$ cat config.mk
export PLATFORM = sky130hd
export DESIGN_NAME = load_store_unit
export DESIGN_NICKNAME = d
export VERILOG_FILES = /design/src/rtl/load_store_unit.sv
export SDC_FILE = /design/constraint.sdc
export NUM_CORES = 1
export LEC_CHECK = 0
export CAP_MARGIN = 25
export CORE_ASPECT_RATIO = 1.5
export CORE_MARGIN = 8
export CORE_UTILIZATION = 35
export DETAILED_ROUTE_END_ITERATION = 8
export GPL_ROUTABILITY_DRIVEN = 1
export PLACE_DENSITY = 0.65
export SYNTH_ARGS = -nofsm -noshare
export SYNTH_HDL_FRONTEND = slang
export SYNTH_SLANG_ARGS = --single-unit
$ cat constraint.sdc
create_clock -name clk -period 2.25 [get_ports clk]
set_clock_uncertainty 0.15 [all_clocks]
set_input_delay 0.225 -clock clk [delete_from_list [all_inputs] [get_ports clk]]
set_output_delay 0.225 -clock clk [all_outputs]
set_load 0.03 [all_outputs]
$ cat src/rtl/load_store_unit.sv
`default_nettype none
// load_store_unit: memory-stage LSU driving a req/gnt/rvalid data-memory port.
// Rev 1.0 - initial release.

package riscv_pkg;
    localparam int XLEN = 32;

    typedef enum logic [2:0] {
        MEM_BYTE   = 3'b000,
        MEM_HALF   = 3'b001,
        MEM_WORD   = 3'b010,
        MEM_BYTE_U = 3'b100,
        MEM_HALF_U = 3'b101
    } mem_op_e;
endpackage

module load_store_unit
    import riscv_pkg::*;
(
    input  logic            clk,
    input  logic            rst,
    input  logic            req_valid,
    output logic            req_ready,
    input  logic            mem_read,
    input  logic            mem_write,
    input  mem_op_e         mem_op,
    input  logic [XLEN-1:0] addr,
    input  logic [XLEN-1:0] store_data,
    output logic            dmem_req,
    output logic            dmem_we,
    output logic [XLEN-1:0] dmem_addr,
    output logic [3:0]      dmem_be,
    output logic [XLEN-1:0] dmem_wdata,
    input  logic            dmem_gnt,
    input  logic            dmem_rvalid,
    input  logic [XLEN-1:0] dmem_rdata,
    output logic            resp_valid,
    output logic            resp_is_load,
    output logic [XLEN-1:0] load_data,
    output logic            misaligned,
    output logic [XLEN-1:0] resp_addr
);

    localparam logic [1:0] IDLE = 2'd0;
    localparam logic [1:0] REQ  = 2'd1;
    localparam logic [1:0] WAIT = 2'd2;
    localparam logic [1:0] RESP = 2'd3;

    logic [1:0]      state;
    mem_op_e         op_q;
    logic [3:0]      be_next;
    logic [XLEN-1:0] wdata_next;
    logic            mis_next;
    logic [7:0]      byte_sel;
    logic [15:0]     half_sel;
    logic [XLEN-1:0] load_ext;
    logic            accept;

    assign req_ready = (state == IDLE) && !rst;
    assign accept    = req_valid && req_ready && (mem_read || mem_write);

    always_comb begin
        be_next    = 4'b1111;
        wdata_next = store_data;
        mis_next   = 1'b0;
        case (mem_op)
            MEM_BYTE, MEM_BYTE_U: begin
                be_next    = 4'b0001 << addr[1:0];
                wdata_next = {4{store_data[7:0]}};
            end
            MEM_HALF, MEM_HALF_U: begin
                be_next    = addr[1] ? 4'b1100 : 4'b0011;
                wdata_next = {2{store_data[15:0]}};
                mis_next   = addr[0];
            end
            MEM_WORD: begin
                mis_next = (addr[1:0] != 2'b00);
            end
            default: begin
            end
        endcase
    end

    // Lane selection uses the captured byte offset, not the live request address.
    always_comb begin
        case (resp_addr[1:0])
            2'd0:    byte_sel = dmem_rdata[7:0];
            2'd1:    byte_sel = dmem_rdata[15:8];
            2'd2:    byte_sel = dmem_rdata[23:16];
            default: byte_sel = dmem_rdata[31:24];
        endcase
        half_sel = resp_addr[1] ? dmem_rdata[31:16] : dmem_rdata[15:0];
        case (op_q)
            MEM_BYTE:   load_ext = {{24{byte_sel[7]}}, byte_sel};
            MEM_BYTE_U: load_ext = {24'd0, byte_sel};
            MEM_HALF:   load_ext = {{16{half_sel[15]}}, half_sel};
            MEM_HALF_U: load_ext = {16'd0, half_sel};
            default:    load_ext = dmem_rdata;
        endcase
    end

    always_ff @(posedge clk) begin
        if (rst) begin
            state        <= IDLE;
            op_q         <= MEM_BYTE;
            dmem_req     <= 1'b0;
            dmem_we      <= 1'b0;
            dmem_addr    <= '0;
            dmem_be      <= 4'b0000;
            dmem_wdata   <= '0;
            resp_valid   <= 1'b0;
            resp_is_load <= 1'b0;
            misaligned   <= 1'b0;
            load_data    <= '0;
            resp_addr    <= '0;
        end else begin
            resp_valid <= 1'b0;
            case (state)
                IDLE: begin
                    if (accept) begin
                        op_q         <= mem_op;
                        resp_addr    <= addr;
                        resp_is_load <= !mem_write;
                        misaligned   <= mis_next;
                        load_data    <= '0;
                        dmem_we      <= mem_write;
                        dmem_addr    <= {addr[XLEN-1:2], 2'b00};
                        dmem_be      <= be_next;
                        dmem_wdata   <= mem_write ? wdata_next : '0;
                        if (mis_next) begin
                            resp_valid <= 1'b1;
                            state      <= RESP;
                        end else begin
                            dmem_req <= 1'b1;
                            state    <= REQ;
                        end
                    end
                end
                REQ: begin
                    if (dmem_gnt) begin
                        dmem_req <= 1'b0;
                        if (dmem_we) begin
                            resp_valid <= 1'b1;
                            state      <= RESP;
                        end else begin
                            state <= WAIT;
                        end
                    end
                end
                WAIT: begin
                    if (dmem_rvalid) begin
                        load_data  <= load_ext;
                        resp_valid <= 1'b1;
                        state      <= RESP;
                    end
                end
                default: begin
                    state <= IDLE;
                end
            endcase
        end
    end

endmodule

`default_nettype wire

Yosys cells after proc, flatten, opt, wreduce, memory -nomap -nowiden
Index checks and enable logic that the tools add are counted.

storage, ports and cells
  input bits = 106
  word-level logic and storage cells = 74
  register bits = 140

cells by class
  eq/ne operators = 15
  mux-type cells = 27
  reductions and logical operators = 19
  shifts and indexed selects = 1

operators with widths
  operator                                             number
  case mux 32 bit (2 select lines)                     2
  case mux 32 bit (4 select lines)                     1
  two-way mux 32 bit                                   3
  case mux 8 bit (3 select lines)                      1
  two-way mux 16 bit                                   1
  equality test 3 bit, second input constant           4
  two-way mux 1 bit                                    9
  two-way mux 2 bit                                    4
  != test 2 bit, second input constant                 4
  case mux 4 bit (2 select lines)                      1
  equality test 3 x 1 -> 1 bit, second input constant  2
  zero test 3 bit                                      2
  case mux 2 bit (3 select lines)                      1
  AND reduction 3 bit                                  2
  nonzero test 2 bit                                   3
  equality test 2 x 1 -> 1 bit, second input constant  2
  equality test 2 bit, second input constant           2
  zero test 2 bit                                      2
  two-way mux 4 bit                                    1
  case mux 1 bit (2 select lines)                      2
  AND reduction 4 bit                                  1
  OR reduction 2 bit                                   2
  << shifter 1 x 2 -> 4 bit, first input constant      1
  equality test 3 x 2 -> 1 bit, second input constant  1
  other kinds (5)                                      8

Depth between registers and ports, before layout
Gate-level depths: netlist of run 1.

  word-level depth = 6
  mapped depth = 8
  gate-level depth less buffers = 6

Least setup slack after synthesis of run 1
Ideal clock, no wire load.

  path kind = reg-to-reg
  start point = reg state[1]
  end point = reg resp_addr[10]
  path slack = 282 ps
  stages on the path, launching flop included = 9
  buffers on the path = 2
  period minus slack after synthesis = 1968 ps
  required time = 1987 ps
  arrival time = 1705 ps
  path through = dfxtp_1 inv_1 ha_1 and2b_1 o211ai_2 buf_2 buf_2 nand3b_1 nand2_1

on the way
  longest elaborated chain between the ends = 5

ends and longest elaborated chain
  element                          line  text
  from (decl)                      49    logic [1:0] state;
  from (signal assigned)           104   state <= IDLE;
  from (signal assigned)           132   state <= RESP;
  from (signal assigned)           135   state <= REQ;
  zero test 2 bit                  59    assign req_ready = (state == IDLE) && !rst;
  logical AND 1 bit                59
  named net req_ready              23    output logic req_ready,
  logical AND 1 bit (2 in series)  60    assign accept = req_valid && req_ready && (mem_read || mem_write);
  AND reduction 2 bit (no line)    -
  to (signal assigned)             122   resp_addr <= addr;
  to (decl)                        41    output logic [XLEN-1:0] resp_addr

The timed path passes the listed nets, and every way through them passes these cells.
A chain may end at the register's enable or synchronous reset.

Final worst setup path of run 1
  start point = reg state[0]
  end point = reg load_data[8]

on the way
  longest elaborated chain between the ends = 6
  elaborated cells between the ends (all ways) = 10

ends and longest elaborated chain
  element                          line     text
  zero test 2 bit                  59, 118
  logical AND 1 bit                59
  logical AND 1 bit (2 in series)  60
  != test 2 bit (no line)          -
  AND reduction 3 bit (no line)    -
  to (signal assigned)             152      load_data <= load_ext;
  to (decl)                        39       output logic [XLEN-1:0] load_data,

Parallel ways exist; a longest one is shown, timed or not.

==> results of run 1 <==
-- cells by family (layout without fill, tap and decap cells) --
kind of cell    after synthesis  in the layout  share of synthesized area
simple gates                255            255                      0.238
compound gates              120            120                      0.178
flops                       110            110                      0.413
buf+inv                      86            288                     0.0910
mux                          34             34                     0.0703
fa+ha+maj                     4              4                    0.00938
other cells                   1              2                   0.000703
-- layout make-up --
cell class,instances,area (µm²),share of cell area
clock buffer,11,233,0.0288
timing repair buffer,264,2650,0.328
inverter,8,30.0,0.00371
clock inverter,5,58.8,0.00727
multi-input combinational,415,2670,0.330
sequential,110,2200,0.272
tap,199,249,0.0308
-- sequential cells by signal, summed over array words and instances, names as in the netlist --
name,count
dmem_we,1
op_q,3
dmem_wdata,32
load_data,32
resp_addr,32
dmem_req,1
dmem_be,4
resp_valid,1
misaligned,1
resp_is_load,1
state,2
-- cells in the mapped netlist (all sizes together) --
master	count
a32oi	1
ha	4
conb	1
a22o	1
o21ba	1
dfxtp	110
a311oi	3
and3	1
o32ai	2
and2b	1
o21a	1
a21bo	1
or4	2
or4b	1
nor3b	9
nand2	120
o21bai	8
a22oi	8
inv	8
nor2b	19
mux2i	9
a21oi	34
nand3	25
a32o	14
nor2	24
o211ai	2
o31ai	2
o2bb2ai	16
a211oi	5
buf	50
mux2	25
or2b	2
a221oi	1
nor3	3
o21ai	17
o22ai	1
nand2b	17
a21boi	1
o311ai	1
nand3b	31
clkbuf	28
-- how the worst max path moves through the flow --
stage               endpoint  startpoint  slack, ns  cells after the start
6_report        load_data[8]    state[0]       0.18                      7
5_1_grt        load_data[18]    state[0]       0.05                      7
4_1_cts        load_data[20]    state[0]       0.18                      7
3_5_place_dp        state[1]    mem_read       0.09                      6
3_3_place_gp        state[0]    mem_read       0.15                      6
2_1_floorplan  resp_addr[10]    state[1]       0.28                      8
-- repair_timing --
action                     4_1_cts  5_1_grt
setup endpoints to repair        1        0
resized for setup                1        0
buffers inserted                 0        0
-- layout by cell type, fill, tap and decap left out, types with 2 or more instances in the layout --
master             n
nand3_1           25
o32ai_1            2
nand2b_1          17
buf_4             17
conb_1             2
or2b_1             2
clkinvlp_4         2
o21bai_1           8
nand2_1          120
a211oi_1           4
a32o_1            14
o31ai_1            2
nand3b_1          31
o21ai_0           16
nor3b_1            8
nor3_1             3
a311oi_1           3
o2bb2ai_1          6
a22oi_1            8
nor2b_1           19
buf_12             6
mux2_2            24
clkbuf_16          9
clkbuf_1           2
dfxtp_1          110
nor2_1            23
mux2i_1            9
a21oi_1           34
clkdlybuf4s50_1  239
or4_1              2
inv_1              8
o2bb2ai_2         10
ha_1               4
-- power breakdown --
part | switching [µW] | leakage, µW | internal [µW]
registers | 176 | 0.000894 | 2160
clock network | 725 | 0.000136 | 868
logic | 1470 | 0.00197 | 1100
total | 2370 | 0.00300 | 4130
-- worst reg2reg max path: cells and delay by family, from the launching register on --
kind                     cells  cell delay, ns
flip-flops                   1            0.39
AND/OR/NAND/NOR              1            0.16
AO/OA/AOI/OAI                3            0.76
buffers and inverters        2            0.30
adder cells (fa/ha/maj)      1            0.26
-- routing by layer --
layer  GRT usage  vias to the layer above  part of all wire
met5           0                        -                 0
met4      0.0643                        0             0.022
met3      0.0569                       22             0.077
met2       0.337                      171              0.52
met1       0.207                     2357              0.38
li1            -                     2466                 -
-- per-stage QoR --
stage | hold WS, ns | utilization
floorplan | 0.174 | -
global placement | 0.290 | 0.520
detailed placement | 0.295 | 0.520
CTS | 0.0650 | 0.540
global route | 0.0970 | 0.540
finish | 0.0724 | 0.540
==> impl_metrics.json, run 1 <==
{
  "crit_type": "reg2reg",
  "ant_nets": 0,
  "post-route-drc-count": 0,
  "cap_violations": 0,
  "startpoint_type": "register",
  "min_path_type": "in2reg",
  "routed_wl_um": 18800,
  "syn_area_per_cell_um2": 8.75,
  "cp.required_ns": 2.39,
  "synth_area_leaders": "dfxtp_1 41%, nand2_1 8.4%, mux2_2 5.1%",
  "vdd_drop_max_mv": 0.416,
  "hold_path_depth": 2,
  "clock_latency_ns": 0.34,
  "clockBufferDepth": 2,
  "crit_family": "compound AO/OA/AOI/OAI gates",
  "grt_max_degree": 65,
  "clock_sinks": 110,
  "routabilityCongestion": 0.877,
  "report.final.slew_viol_count": 0,
  "fin_tns_setup_ns": 0,
  "cpPeakStageDelay_ns": 0.39,
  "rr_endpoint": "load_data[8]",
  "setup_violations": 0,
  "p_per_area_nw_per_um2": 803,
  "cts_inserted_buffers": 9,
  "io_buffer_count": 241,
  "synthToLayoutAreaGrowth_pct": 51.7,
  "critPathSlowestCell": "dfxtp_1",
  "yosysTopAreaCell": "dfxtp_1",
  "crit_path_max_fanout": 24,
  "place_hpwl_um": 14400,
  "placed_area_um2": 7800,
  "dr.first_iter.drc_count": 200,
  "fin_crit_sh": 0.919,
  "dieArea_um2": 19500,
  "antenna_found_initial": 0,
  "r2r_slack_ns": 0.18,
  "h-tree-depth": 3,
  "nNetsFinal": 918,
  "grt_usage": 0.190,
  "dp_cells": 996,
  "num-fill-cells": 1456,
  "rsz0062_at_grt": "no",
  "regToRegStartpoint": "state[0]",
  "synth_top_area_frac": 0.413,
  "cp.arrival_ns": 2.21,
  "routed_via_density": 4.96,
  "fin_cells": 1012,
  "num_antenna_cells": 0,
  "initial_utilization": 0.356,
  "ff2ff_path_depth": 7,
  "crit_path_cell_trace": "inv_1 -> ha_1 -> nand2_1 -> a21boi_0 -> o21ba_2 -> buf_12 -> a32o_1",
  "drive_above_1_share": 0.0996,
  "critical_path_buf_inv_count": 2,
  "syn_inst": 610,
  "max_freq_ghz": 0.484,
  "holdBufCountCts": 0,
  "critPathCaptureType": "register",
  "wire_per_inst_um": 18.6,
  "cts_tree": "built",
  "tightest_slew_ns": 0.635,
  "rows": 55,
  "ys.warnings.count": 0,
  "grt_overflow": 0,
  "place_ws_ns": 0.0863,
  "netlist_area_um2": 5340,
  "hold_path_end": "dmem_we",
  "worstHoldStart": "rst",
  "fin_area_um2": 8090,
  "ys_ff_latch": 110,
  "finalCriticalPeriod_ns": 2.07,
  "synth-seq-area-share": 0.413,
  "die_h_um": 167,
  "slew_headroom": 0.577,
  "power_uw": 6500,
  "fin_ws_ns": 0.183,
  "core_area_um2": 15000,
  "grt_pass1_vias": 5201,
  "vias": 5016,
  "die_w_um": 117,
  "path_clk_slew_ns": 0.07,
  "status": "finished, final reports clean",
  "hold_viol": 0,
  "cellLeakagePower_uw": 0.00300,
  "drt_first_pass_iters": 4,
  "cts_root_buffer": "clkbuf_16",
  "grt_pass1_wl_um": 29200,
  "ys_types": 50,
  "pin_count": 244
}
Note: power is estimated with default switching activity, not from simulation.
==> inputs of run 2 (changes only) <==
CTS_CLUSTER_SIZE = 24   (was not set)
==> results of run 2 <==
Final layout, timing and power as in run 1 (identical DEF).
==> inputs of run 3 (changes only) <==
CORE_MARGIN = 5   (was 8)
==> run 3 against run 2 <==
Sequential share of layout area fell by 0.088 points. Combinational power fell by 2%. Total power rose by 1.7%. Via count rose by 1.1%. Fmax fell by 1.2%. Design area rose by 0.32%. First-iteration DRC count rose by 4.0%. Core utilization fell by 0.072 points. Global-route usage rose by 0.24 points. Critical path type unchanged. Largest cell class unchanged.
==> impl_metrics.json, run 3 (synthesized netlist as in run 1, its figures left out) <==
{
  "cts_setup_buffers": 0,
  "status": "finished, final reports clean",
  "grt_max_degree": 40,
  "min_path_type": "in2reg",
  "slew_headroom": 0.659,
  "rows": 55,
  "nNetsFinal": 921,
  "num-fill-cells": 1386,
  "core_area_um2": 15100,
  "p_sw_uw": 2380,
  "grt_overflow": 0,
  "routed_wl_um": 17500,
  "final_common_cell": "clkdlybuf4s50_1",
  "hold_viol": 0,
  "grt_pass1_vias": 5270,
  "cts_inserted_buffers": 9,
  "drt_first_pass_iters": 4,
  "setup_violations": 0,
  "startpoint_type": "register",
  "gr-usage-met2": 0.336,
  "pin_count": 244,
  "routed_via_density": 5.00,
  "holdBufCountCts": 0,
  "grt_usage": 0.192,
  "crit_path_max_fanout": 31,
  "vias": 5071,
  "routabilityCongestion": 0.820,
  "multiInputGateArea_um2": 2670,
  "antenna_found_initial": 0,
  "cp.arrival_ns": 2.23,
  "synthToLayoutAreaGrowth_pct": 52.2,
  "vdd_drop_max_mv": 0.450,
  "post_cts_resized": 1,
  "initial_utilization": 0.354,
  "report.final.slew_viol_count": 0,
  "cap_violations": 0,
  "comb_power_share": 0.383,
  "die_h_um": 161,
  "grt_pass1_wl_um": 28400,
  "max_freq_ghz": 0.478,
  "crit_family": "compound AO/OA/AOI/OAI gates",
  "crit_path_cell_trace": "inv_1 -> ha_1 -> nand2_1 -> a21boi_0 -> o21ba_4 -> a22o_1",
  "finalCriticalPeriod_ns": 2.09,
  "seq_area_um2": 2200,
  "post-route-drc-count": 0,
  "clock_sinks": 110,
  "postLayoutCoreUtil": 0.539,
  "cellLeakagePower_uw": 0.00302,
  "p_int_uw": 4230,
  "met1_usage": 0.215,
  "top_regs": "dmem_wdata x32, load_data x32, resp_addr x32",
  "drive_above_1_share": 0.107,
  "final_cell_mix": "239 x clkdlybuf4s50_1, 120 x nand2_1, 110 x dfxtp_1, 34 x a21oi_1, 31 x nand3b_1",
  "top_usage_layer": "met2",
  "fin_crit_sh": 0.930,
  "clock_power_share": 0.264,
  "grt_use_met3": 0.0645,
  "tightest_slew_ns": 0.508,
  "critPathCaptureType": "register",
  "cpPeakStageDelay_ns": 0.50,
  "ant_nets": 0,
  "num_antenna_cells": 0,
  "clockBufferDepth": 2,
  "p_sw_frac": 0.360,
  "path_clk_slew_ns": 0.08,
  "clock_latency_ns": 0.34,
  "critPathSlowestCell": "o21ba_4",
  "cts_tree": "built",
  "p_per_area_nw_per_um2": 814,
  "io_buffer_count": 241,
  "sequentialPowerShare": 0.353,
  "dr.first_iter.drc_count": 208,
  "rsz0062_at_grt": "no",
  "power_uw": 6610,
  "critical_path_buf_inv_count": 1,
  "wire_per_inst_um": 17.2,
  "crit_type": "reg2reg",
  "cp.required_ns": 2.39,
  "cts_root_buffer": "clkbuf_16",
  "dieArea_um2": 17900,
  "die_w_um": 111,
  "place_hpwl_um": 13400,
  "h-tree-depth": 3
}
run 3: changes by cell type in the layout (fill, tap and decap cells not counted), sizes merged:
| cell | before | now |
|---|---|---|
| clkinvlp | 2 | 1 |
| inv | 9 | 12 |
| buf | 24 | 28 |
| clkinv | 1 | 0 |
| clkbuf | 11 | 9 |
| bufinv | 1 | 2 |
| dlygate4sd2 | 1 | 0 |
run 3: cell type report:
cell class              count  area share
clock inverters             7      0.0126
repair buffers            267       0.325
flip-flops and latches    110       0.271
clock buffers               9      0.0277
well taps                 199      0.0307
multi-input cells         415       0.329
inverters                   8     0.00370
run 3: routing by layer:
layer	wire length, µm	vias to the layer above
met5	0	-
met4	624	0
met3	1200	35
met2	8840	189
met1	6820	2376
li1	-	2471
run 3: power groups by stage:
stage / clock, µW / sequential [µW] / combinational [µW]
floorplan: 0 / 2720 / 1210
global placement: 0 / 2370 / 2490
detailed placement: 0 / 2380 / 2530
CTS: 1800 / 2340 / 2550
global route: 1880 / 2370 / 2720
finish: 1750 / 2330 / 2530
run 3: through the flow:
| step | TNS (ns) | std cells | setup slack, ns | hold slack, ns | cell area (µm²) |
|---|---|---|---|---|---|
| 3_3_place_gp | -0.00141 | 999 | -0.00141 | 0.289 | 7790 |
| 6_report | 0 | 1015 | 0.158 | 0.132 | 8120 |
| 2_1_floorplan | 0 | 611 | 0.282 | 0.174 | 5340 |
| 4_1_cts | 0 | 1015 | 0.175 | 0.125 | 8120 |
| 3_5_place_dp | -0.516 | 999 | -0.0601 | 0.295 | 7790 |
| 5_1_grt | 0 | 1015 | 0.0155 | 0.147 | 8120 |
run 3: final timing paths:
check	slack, ns	to	cells after the start	startpoint
worst max-delay path	0.16	load_data[15]	6	state[0]
worst min-delay path	0.13	misaligned	2	rst
worst max register to register	0.16	load_data[15]	6	state[0]
worst min register to register	0.30	dmem_wdata[16]	2	dmem_wdata[16]
